===== config.mk =====
export PLATFORM = sky130hd
export DESIGN_NAME = mc_control
export DESIGN_NICKNAME = d
export VERILOG_FILES = /design/src/rtl/mc_control.sv
export SDC_FILE = /design/constraint.sdc
export NUM_CORES = 1
export LEC_CHECK = 0
export ABC_CLOCK_PERIOD_IN_PS = 4200
export CAP_MARGIN = 20
export CORE_AREA = 5 5 46 48
export DETAILED_ROUTE_END_ITERATION = 8
export DIE_AREA = 0 0 51 53
export PLACE_DENSITY_LB_ADDON = 0.05
export SLEW_MARGIN = 20
export SYNTH_ARGS = -nofsm -noshare
export SYNTH_HDL_FRONTEND = slang
export SYNTH_SLANG_ARGS = --single-unit

===== constraint.sdc =====
create_clock -name clk -period 4.2 [get_ports clk]
set_input_delay 1.05 -clock clk [delete_from_list [all_inputs] [get_ports clk]]
set_output_delay 1.05 -clock clk [all_outputs]
set_load 0.005 [all_outputs]

===== src/rtl/mc_control.sv =====
// Multi-cycle MIPS control unit: Moore FSM that sequences the
// shared datapath and drives every strobe and mux select.
module mc_control (
  input  logic       clk,
  input  logic       reset,
  input  logic [5:0] opcode,
  input  logic [5:0] funct,
  input  logic       zero,
  output logic       pc_en,
  output logic       pc_write,
  output logic       pc_write_cond,
  output logic [1:0] pc_source,
  output logic       iord,
  output logic       mem_read,
  output logic       mem_write,
  output logic       ir_write,
  output logic       reg_dst,
  output logic       mem_to_reg,
  output logic       reg_write,
  output logic       alu_src_a,
  output logic [1:0] alu_src_b,
  output logic [2:0] alu_ctrl,
  output logic [3:0] state,
  output logic       instr_done,
  output logic       halted
);

  localparam logic [3:0] FETCH  = 4'd0;
  localparam logic [3:0] DECODE = 4'd1;
  localparam logic [3:0] MEMADR = 4'd2;
  localparam logic [3:0] MEMRD  = 4'd3;
  localparam logic [3:0] MEMWB  = 4'd4;
  localparam logic [3:0] MEMWR  = 4'd5;
  localparam logic [3:0] EXEC   = 4'd6;
  localparam logic [3:0] RWB    = 4'd7;
  localparam logic [3:0] BRANCH = 4'd8;
  localparam logic [3:0] JUMP   = 4'd9;
  localparam logic [3:0] ADDIEX = 4'd10;
  localparam logic [3:0] ADDIWB = 4'd11;
  localparam logic [3:0] HALT   = 4'd15;

  localparam logic [5:0] OP_R    = 6'b000000;
  localparam logic [5:0] OP_LW   = 6'b100011;
  localparam logic [5:0] OP_SW   = 6'b101011;
  localparam logic [5:0] OP_BEQ  = 6'b000100;
  localparam logic [5:0] OP_J    = 6'b000010;
  localparam logic [5:0] OP_ADDI = 6'b001000;

  logic [3:0] state_q;
  logic [3:0] state_d;

  logic pcw_raw;
  logic pcwc_raw;
  logic mrd_raw;
  logic mwr_raw;
  logic irw_raw;
  logic rw_raw;
  logic done_raw;

  always_comb begin
    state_d = state_q;
    if (reset) begin
      state_d = FETCH;
    end else begin
      case (state_q)
        FETCH:  state_d = DECODE;
        DECODE: begin
          case (opcode)
            OP_LW, OP_SW: state_d = MEMADR;
            OP_R:         state_d = EXEC;
            OP_BEQ:       state_d = BRANCH;
            OP_J:         state_d = JUMP;
            OP_ADDI:      state_d = ADDIEX;
            default:      state_d = HALT;
          endcase
        end
        MEMADR: state_d = (opcode == OP_LW) ? MEMRD : MEMWR;
        MEMRD:  state_d = MEMWB;
        EXEC:   state_d = RWB;
        ADDIEX: state_d = ADDIWB;
        MEMWB, MEMWR, RWB,
        BRANCH, JUMP, ADDIWB:
                state_d = FETCH;
        default: state_d = HALT;
      endcase
    end
  end

  always_ff @(posedge clk) begin
    state_q <= state_d;
  end

  always_comb begin
    pcw_raw    = 1'b0;
    pcwc_raw   = 1'b0;
    mrd_raw    = 1'b0;
    mwr_raw    = 1'b0;
    irw_raw    = 1'b0;
    rw_raw     = 1'b0;
    done_raw   = 1'b0;
    pc_source  = 2'b00;
    iord       = 1'b0;
    reg_dst    = 1'b0;
    mem_to_reg = 1'b0;
    alu_src_a  = 1'b0;
    alu_src_b  = 2'b00;
    alu_ctrl   = 3'b010;
    halted     = 1'b0;
    case (state_q)
      FETCH: begin
        mrd_raw   = 1'b1;
        irw_raw   = 1'b1;
        pcw_raw   = 1'b1;
        alu_src_b = 2'b01;
      end
      // Branch target is precomputed into ALUOut here.
      DECODE: alu_src_b = 2'b11;
      MEMADR: begin
        alu_src_a = 1'b1;
        alu_src_b = 2'b10;
      end
      MEMRD: begin
        mrd_raw = 1'b1;
        iord    = 1'b1;
      end
      MEMWB: begin
        rw_raw     = 1'b1;
        mem_to_reg = 1'b1;
        done_raw   = 1'b1;
      end
      MEMWR: begin
        mwr_raw  = 1'b1;
        iord     = 1'b1;
        done_raw = 1'b1;
      end
      EXEC: begin
        alu_src_a = 1'b1;
        case (funct)
          6'b100010: alu_ctrl = 3'b110;
          6'b100100: alu_ctrl = 3'b000;
          6'b100101: alu_ctrl = 3'b001;
          6'b101010: alu_ctrl = 3'b111;
          default:   alu_ctrl = 3'b010;
        endcase
      end
      RWB: begin
        rw_raw   = 1'b1;
        reg_dst  = 1'b1;
        done_raw = 1'b1;
      end
      BRANCH: begin
        alu_src_a = 1'b1;
        alu_ctrl  = 3'b110;
        pcwc_raw  = 1'b1;
        pc_source = 2'b01;
        done_raw  = 1'b1;
      end
      JUMP: begin
        pcw_raw   = 1'b1;
        pc_source = 2'b10;
        done_raw  = 1'b1;
      end
      ADDIEX: begin
        alu_src_a = 1'b1;
        alu_src_b = 2'b10;
      end
      ADDIWB: begin
        rw_raw   = 1'b1;
        done_raw = 1'b1;
      end
      HALT:    halted = 1'b1;
      default: halted = 1'b0;
    endcase
  end

  assign pc_write      = pcw_raw & ~reset;
  assign pc_write_cond = pcwc_raw & ~reset;
  assign mem_read      = mrd_raw & ~reset;
  assign mem_write     = mwr_raw & ~reset;
  assign ir_write      = irw_raw & ~reset;
  assign reg_write     = rw_raw & ~reset;
  assign instr_done    = done_raw & ~reset;
  assign pc_en         = pc_write | (pc_write_cond & zero);
  assign state         = state_q;

endmodule


* Word level (Yosys, flattened, before mapping) *
Cells that the tools add are included.

storage, ports and cells
  flip-flop bits (word level) = 4
  output and inout port bits = 24
  logic and storage cells = 61

operators by class
  eq/ne operators = 21
  mux-type cells = 19
  bitwise logic cells = 10
  reduce and logical (&&, ||, !) cells = 10

operators with widths
  operator                                             count
  equality test 6 bit, second input constant           6
  one-hot mux 4 bit (7 select lines)                   1
  equality test 4 bit, second input constant           5
  one-hot mux 4 bit (5 select lines)                   1
  equality test 4 x 3 -> 1 bit, second input constant  4
  two-way mux 1 bit                                    12
  one-hot mux 3 bit (4 select lines)                   1
  OR reduction 2 bit                                   5
  AND 1 bit                                            8
  equality test 4 x 2 -> 1 bit, second input constant  2
  equality test 6 x 2 -> 1 bit, second input constant  1
  equality test 6 x 3 -> 1 bit, second input constant  1
  equality test 6 x 4 -> 1 bit, second input constant  1
  zero test 6 bit                                      1
  one-hot mux 2 bit (3 select lines)                   1
  one-hot mux 3 bit (2 select lines)                   1
  OR reduction 6 bit                                   1
  equality test 4 x 1 -> 1 bit, second input constant  1
  zero test 4 bit                                      1
  one-hot mux 2 bit (2 select lines)                   1
  OR reduction 4 bit                                   1
  two-way mux 3 bit                                    1
  OR reduction 3 bit                                   1
  inverter 1 bit                                       1
  OR 1 bit                                             1

* Logic depth before layout (Yosys ltp) *
Gate-level depths: netlist (run 1).

  depth in word-level cells = 5
  depth in mapped cells = 5
  gate-level depth less buffers = 4

* Worst setup path after synthesis (run 1) *
OpenSTA, ideal clock, no wires.

  kind = input-to-output
  start point = input port reset
  end point = output port ir_write
  arrival = 1738 ps
  path slack = 1412 ps
  stages on the path = 3
  buffers on the path = 1
  path through = clkbuf_1 or3_1 nor3_1

between the ends
  cells in the longest elaborated chain, start to end = 2

ends and longest elaborated chain
  element         RTL line  text
  from (decl)     5         input logic reset,
  inverter 1 bit  180       assign ir_write = irw_raw & ~reset;
  AND 1 bit       180
  to (decl)       16        output logic ir_write,

No other way between the ends.

* Worst setup path in the final report (run 1) *
  start point = input port reset
  end point = output port mem_read

between the ends
  cells in the longest elaborated chain, start to end = 2

ends and longest elaborated chain
  element         RTL line  text
  inverter 1 bit  178       assign mem_read = mrd_raw & ~reset;
  AND 1 bit       178
  to (decl)       14        output logic mem_read,

No other way between the ends.

==> results of run 1 <==
worst min path at each step:
stage | slack (ns) | cells after the start | to
floorplan | 0.56 | 2 | state[0]
global placement | 0.69 | 2 | state[3]
detailed placement | 0.69 | 2 | state[3]
CTS | 0.71 | 2 | state[3]
global route | 0.77 | 2 | state[3]
finish | 0.73 | 2 | state[3]
metal layers:
| metal | part of all wire, % | global-route usage (%) | up-vias |
|---|---|---|---|
| met4 | 0.53 | 4.036 | 0 |
| met2 | 45 | 23.18 | 24 |
| met5 | 0 | 0 | - |
| met3 | 6.6 | 5.634 | 2 |
| li1 | - | - | 394 |
| met1 | 48 | 19.02 | 345 |
power groups by stage:
stage	clock [mW]	sequential [mW]	combinational (mW)
floorplan	0	0.0658	0.175
global placement	0	0.102	0.313
detailed placement	0	0.103	0.310
CTS	0.0517	0.103	0.313
global route	0.0565	0.110	0.341
finish	0.0506	0.104	0.309
synth_stat cells (all sizes together) (3+ instances only):
cell	count
a21oi	5
buf	3
clkbuf	3
dfxtp	4
inv	4
nand2	7
nand2b	4
nor2	14
nor3	10
o21ai	3
or3	3
or4b	3
critical path, stage by stage:
cell and delay [ns]:
clkdlybuf4s50_1 0.58, or3_1 0.42, nor3_1 0.15, clkdlybuf4s50_1 0.53
area by class of cell:
cell class	instances	area, um^2
repair buffers	38	380.4
multi-input cells	72	429.2
fillers	168	721.9
inverters	4	15.01
clock buffers	3	22.52
flip-flops and latches	4	80.08
well taps	17	21.27
stage by stage:
| step | power [mW] | setup slack (ns) | area [um^2] | std cells | util (%) |
|---|---|---|---|---|---|
| after global routing | 0.5077 | 0.2739 | 948.4 | 138 | 56.78 |
| final | 0.4640 | 0.4141 | 948.4 | 138 | 56.78 |
| after floorplan | 0.2404 | 1.412 | 549.3 | 86 | - |
| after detailed placement | 0.4134 | 0.4367 | 925.9 | 135 | 55.43 |
| after CTS | 0.4677 | 0.4145 | 948.4 | 138 | 56.78 |
| after global placement | 0.4151 | 0.4604 | 925.9 | 135 | 55.43 |
cells by family after synthesis:
group / count (synthesis) / share of synthesized area, %
simple gates: 50 / 48.75
compound gates: 19 / 24.60
buf+inv: 10 / 7.288
flops: 4 / 14.58
xor+xnor: 3 / 4.784
==> out/qor.yml, run 1 <==
area_growth_pct: 72.67
grt_usage_pct: 14.88
hp-start: "state[3]"
grt_pass1_vias: 708
setup_viol: 0
cts_tree: "done"
clkPwrFrac_pct: 10.9
powerDensity_mw_per_mm2: 489.3
vias_per_cell: 5.543
core_area_mm2: 0.001670
fin_crit_sh_pct: 90.14
cts_max_level: 1
antenna_found_initial: 0
fin_crit_ns: 3.786
drt_iter0_markers: 8
postCtsHoldBufs: 0
diodes: 0
synth-main-ff-cell: "dfxtp_1"
slew_violations: 0
worstPathArrival_ns: 2.74
timing.setup.tns_ns: 0
fin_hold_ws_ns: 0.7256
irDropWorstVdd_v: 0.0003225
io_buffers: 38
status: "finished, final reports clean"
reg2reg_slack_ns: 2.75
drive_gt1_share_pct: 3.306
reg2reg_depth: 4
rows: 15
clock_latency_ns: 0.24
combPwrFrac_pct: 66.6
synth_cells: 86
finalNetCount: 138
rsz0062_at_grt: "false"
grt_remaining_overflow: 0
wire_per_inst_um: 13.62
r2r-start: "state[2]"
pwr-share-seq_pct: 22.5
relSlewSlack_pct: 66.34
gp_congestion: 0.7301
die_area_mm2: 0.002703
cts_sinks: 4
startpoint_type: "input port"
drt-pass1-iter-count: 4
cp.required_ns: 3.15
io_pins: 39
netSwitchingFraction_pct: 40.82
hpwl_um: 1410
cts_resized: 0
clock.fmax_ghz: 0.2641
grt_pass1_wl_um: 3077
r2r-end: "state[2]"
layout_common_cells: "clkdlybuf4s50_1, nor2_1, nor3_1, nand2_1"
cts.path.max_buffers: 2
cts_root_buffer: "clkbuf_4"
layout_commonest_cell: "clkdlybuf4s50_1"
ys_ff_latch: 4
synth_top_cells_by_area: "dfxtp_1, nor2_1, nor3_1, or4b_1, nand2_1"
synth_area_um2: 549.3
largest_reg_flops: 4
power_leakage_nw: 0.3354
endpoint_kind: "primary output"
postSynth.asyncResetShare_pct: 0
yosysUniqueCellTypes: 32
die_h_um: 53
avgSynthCellArea_um2: 6.387
cts_setup_buffers: 0
grt_max_degree: 16
power_switching_mw: 0.1894
ant_nets: 0
yosysTopAreaCell: "dfxtp_1"
endpoint: "mem_read"
initial_utilization_pct: 32.88
route.detailed.drc: 0
finalHoldViolCount: 0
ys_seq_area_share_pct: 14.58
path_clk_slew_ns: 0.04
vias: 765
postRouteWirelength_um: 1880
cap_viol_max_count: 0
yosys_warnings: 0
crit_type: "in -> out"
synth_fp_nets: 101
synth_edf_count: 0
synth_top_area_share_pct: 14.58
cts_buffers: 3
p_int_mw: 0.2746
worst_hold_path_type: "reg -> reg"
finalClockSkew_ns: 0.0009603
cp_max_fo: 10
crit_start: "reset"
worst_pin_slew_ns: 0.5042
die-width_um: 51
Note: power is estimated with default switching activity, not from simulation.
==> run 2: changes to the inputs <==
ABC_CLOCK_PERIOD_IN_PS = 4260   (was 4200)
CORE_AREA = 5 5 47 49   (was 5 5 46 48)
DIE_AREA = 0 0 52 54   (was 0 0 51 53)
clock period = 4.26 ns   (was 4.2 ns; I/O delays follow)
==> out/qor.yml, run 2 (same netlist as run 1, synthesis figures left out) <==
postRouteWirelength_um: 1803  # -4.1%
status: "finished, final reports clean"
cts_tree: "done"
cts_setup_buffers: 0  # unchanged
drive_gt1_share_pct: 4.098  # +0.79 points
endpoint_kind: "primary output"
vias: 760  # -0.65%
die_area_mm2: 0.002808  # +3.9%
clkPwrFrac_pct: 10.6  # -0.3 points
cts_sinks: 4  # unchanged
gp_congestion: 0.8079  # +11%
setup_viol: 0  # unchanged
worst_pin_slew_ns: 0.4675  # -0.03673 ns
slowest_delay_ns: 0.48  # -0.10 ns
startpoint_type: "input port"
grt_pass1_wl_um: 3111  # +1.1%
finalHoldViolCount: 0  # unchanged
initial_utilization_pct: 30.15  # -2.7 points
antenna_found_initial: 0  # unchanged
cap_viol_max_count: 0  # unchanged
cts_root_buffer: "clkbuf_4"
grt_max_degree: 16  # unchanged
fin_crit_ns: 3.670
hpwl_um: 1445  # +2.5%
path_clk_slew_ns: 0.04  # about the same
critPathSlowestCell: "or4b_1"
finalClockSkew_ns: 0.005376  # +0.004416 ns
finalNetCount: 139  # +0.72%
die-width_um: 52  # +2.0%
fin_hold_ws_ns: 0.7172  # -0.008406 ns
critPathBufInv: 2  # unchanged
power_leakage_nw: 0.3402  # +1.4%
drt_iter0_markers: 17  # +9
diodes: 0  # unchanged
layout_commonest_cell: "clkdlybuf4s50_1"
multi_input_area_um2: 429.2  # unchanged
ant_nets: 0  # unchanged
crit_top_cell: "clkdlybuf4s50_1"
netSwitchingFraction_pct: 40.13  # -0.69 points
crit_type: "in -> out"
combPwrFrac_pct: 67.8  # +1.2 points
power_switching_mw: 0.1819  # -3.9%
regArea_um2: 80.08  # unchanged
cts_resized: 0  # unchanged
wire_per_inst_um: 12.10  # -11%
clock.fmax_ghz: 0.2725
cp.required_ns: 3.19  # +0.04 ns
irDropWorstVdd_v: 0.0004548  # +41%
io_buffers: 38  # unchanged
cts_max_level: 1  # unchanged
grt_usage_pct: 14.29  # -0.59 points
wl_met3_um: 163  # +30%
path_cells: "clkdlybuf4s50_1, nand4bb_1, or4b_1, clkdlybuf4s50_1"
timing.setup.tns_ns: 0  # unchanged
fin_crit_sh_pct: 86.15
cts_buffers: 3  # unchanged
route.detailed.drc: 0  # unchanged
rows: 16  # +1
die_h_um: 54  # +1.9%
slew_violations: 0  # unchanged
layout_common_cells: "clkdlybuf4s50_1, nor2_1, nor3_1, nand2_1"
fillers: 195  # +16%
crit_family: "buffers and inverters"
top_layer_used: "met3"
rsz0062_at_grt: "false"
wl_met1_um: 781  # -13%
grt_remaining_overflow: 0  # unchanged
largest_reg_flops: 4  # unchanged
p_int_mw: 0.2715  # -1.1%
worst_hold_path_type: "reg -> reg"
cp_max_fo: 3  # -7
core_area_mm2: 0.001822  # +9.1%
grt_pass1_vias: 724  # +2.3%
area_growth_pct: 76.31
dr_wl_met2_um: 859  # +1.7%
relSlewSlack_pct: 68.79  # +2.5 points
vias_per_cell: 5.101  # -8.0%
cts.path.max_buffers: 2  # unchanged
worstPathArrival_ns: 2.60  # -0.14 ns
powerDensity_mw_per_mm2: 468.2  # -4.3%
postCtsHoldBufs: 0  # unchanged
pwr-share-seq_pct: 21.6  # -0.9 points
clock_latency_ns: 0.24  # about the same
io_pins: 39  # unchanged
drt-pass1-iter-count: 4  # unchanged
## run 2: cell count changes in the layout (fill, tap and decap cells not counted), sizes merged
cell / previous run / this run
buf: 0 / 1
## run 2: per-layer routing
| layer | vias to the layer above | GRT usage [%] |
|---|---|---|
| met2 | 30 | 25.10 |
| met3 | 0 | 6.094 |
| met5 | - | 0 |
| li1 | 393 | - |
| met1 | 337 | 16.83 |
| met4 | 0 | 0.8734 |
## run 2: tightest hold or removal path: stages, from the launching register on
cell,delay (ns)
dfxtp_1,0.44
o21ai_0,0.15
a21oi_1,0.07
## run 2: final timing paths
kind | from | to | slack, ns | depth (start not counted)
hold / removal | state[3] | state[3] | 0.72 | 2
setup / recovery | funct[5] | alu_ctrl[1] | 0.59 | 4
hold reg to reg | state[3] | state[3] | 0.72 | 2
setup reg to reg | state[2] | state[2] | 2.87 | 4
## run 2: stage by stage
step	setup slack (ns)	cell area [um^2]	instances	util, %	total power [mW]
global placement	0.5980	945.9	146	51.92	0.4090
finish	0.5900	968.4	149	53.16	0.4534
detailed placement	0.5793	945.9	146	51.92	0.4102
floorplan	1.442	549.3	86	-	0.2370
global route	0.4927	968.4	149	53.16	0.5029
CTS	0.5734	968.4	149	53.16	0.4620
## run 2: layout make-up
type / count / share of cell area [%]
clock buffers: 3 / 2.326
flip-flops and latches: 4 / 8.269
multi-input cells: 72 / 44.32
inverters: 4 / 1.550
repair buffers: 39 / 40.05
well taps: 27 / 3.488
## run 2: power by group through the flow
stage,sequential [mW],combinational (mW),clock [mW]
6_report,0.0977,0.308,0.0481
5_1_grt,0.105,0.344,0.0537
4_1_cts,0.0986,0.313,0.0506
3_5_place_dp,0.0990,0.311,0
3_3_place_gp,0.100,0.309,0
2_1_floorplan,0.0649,0.172,0
==> run 3: changes to the inputs <==
ABC_CLOCK_PERIOD_IN_PS = default   (was 4260)
==> results of run 3 <==
No change in the layout: final DEF, timing and power equal those of run 2.
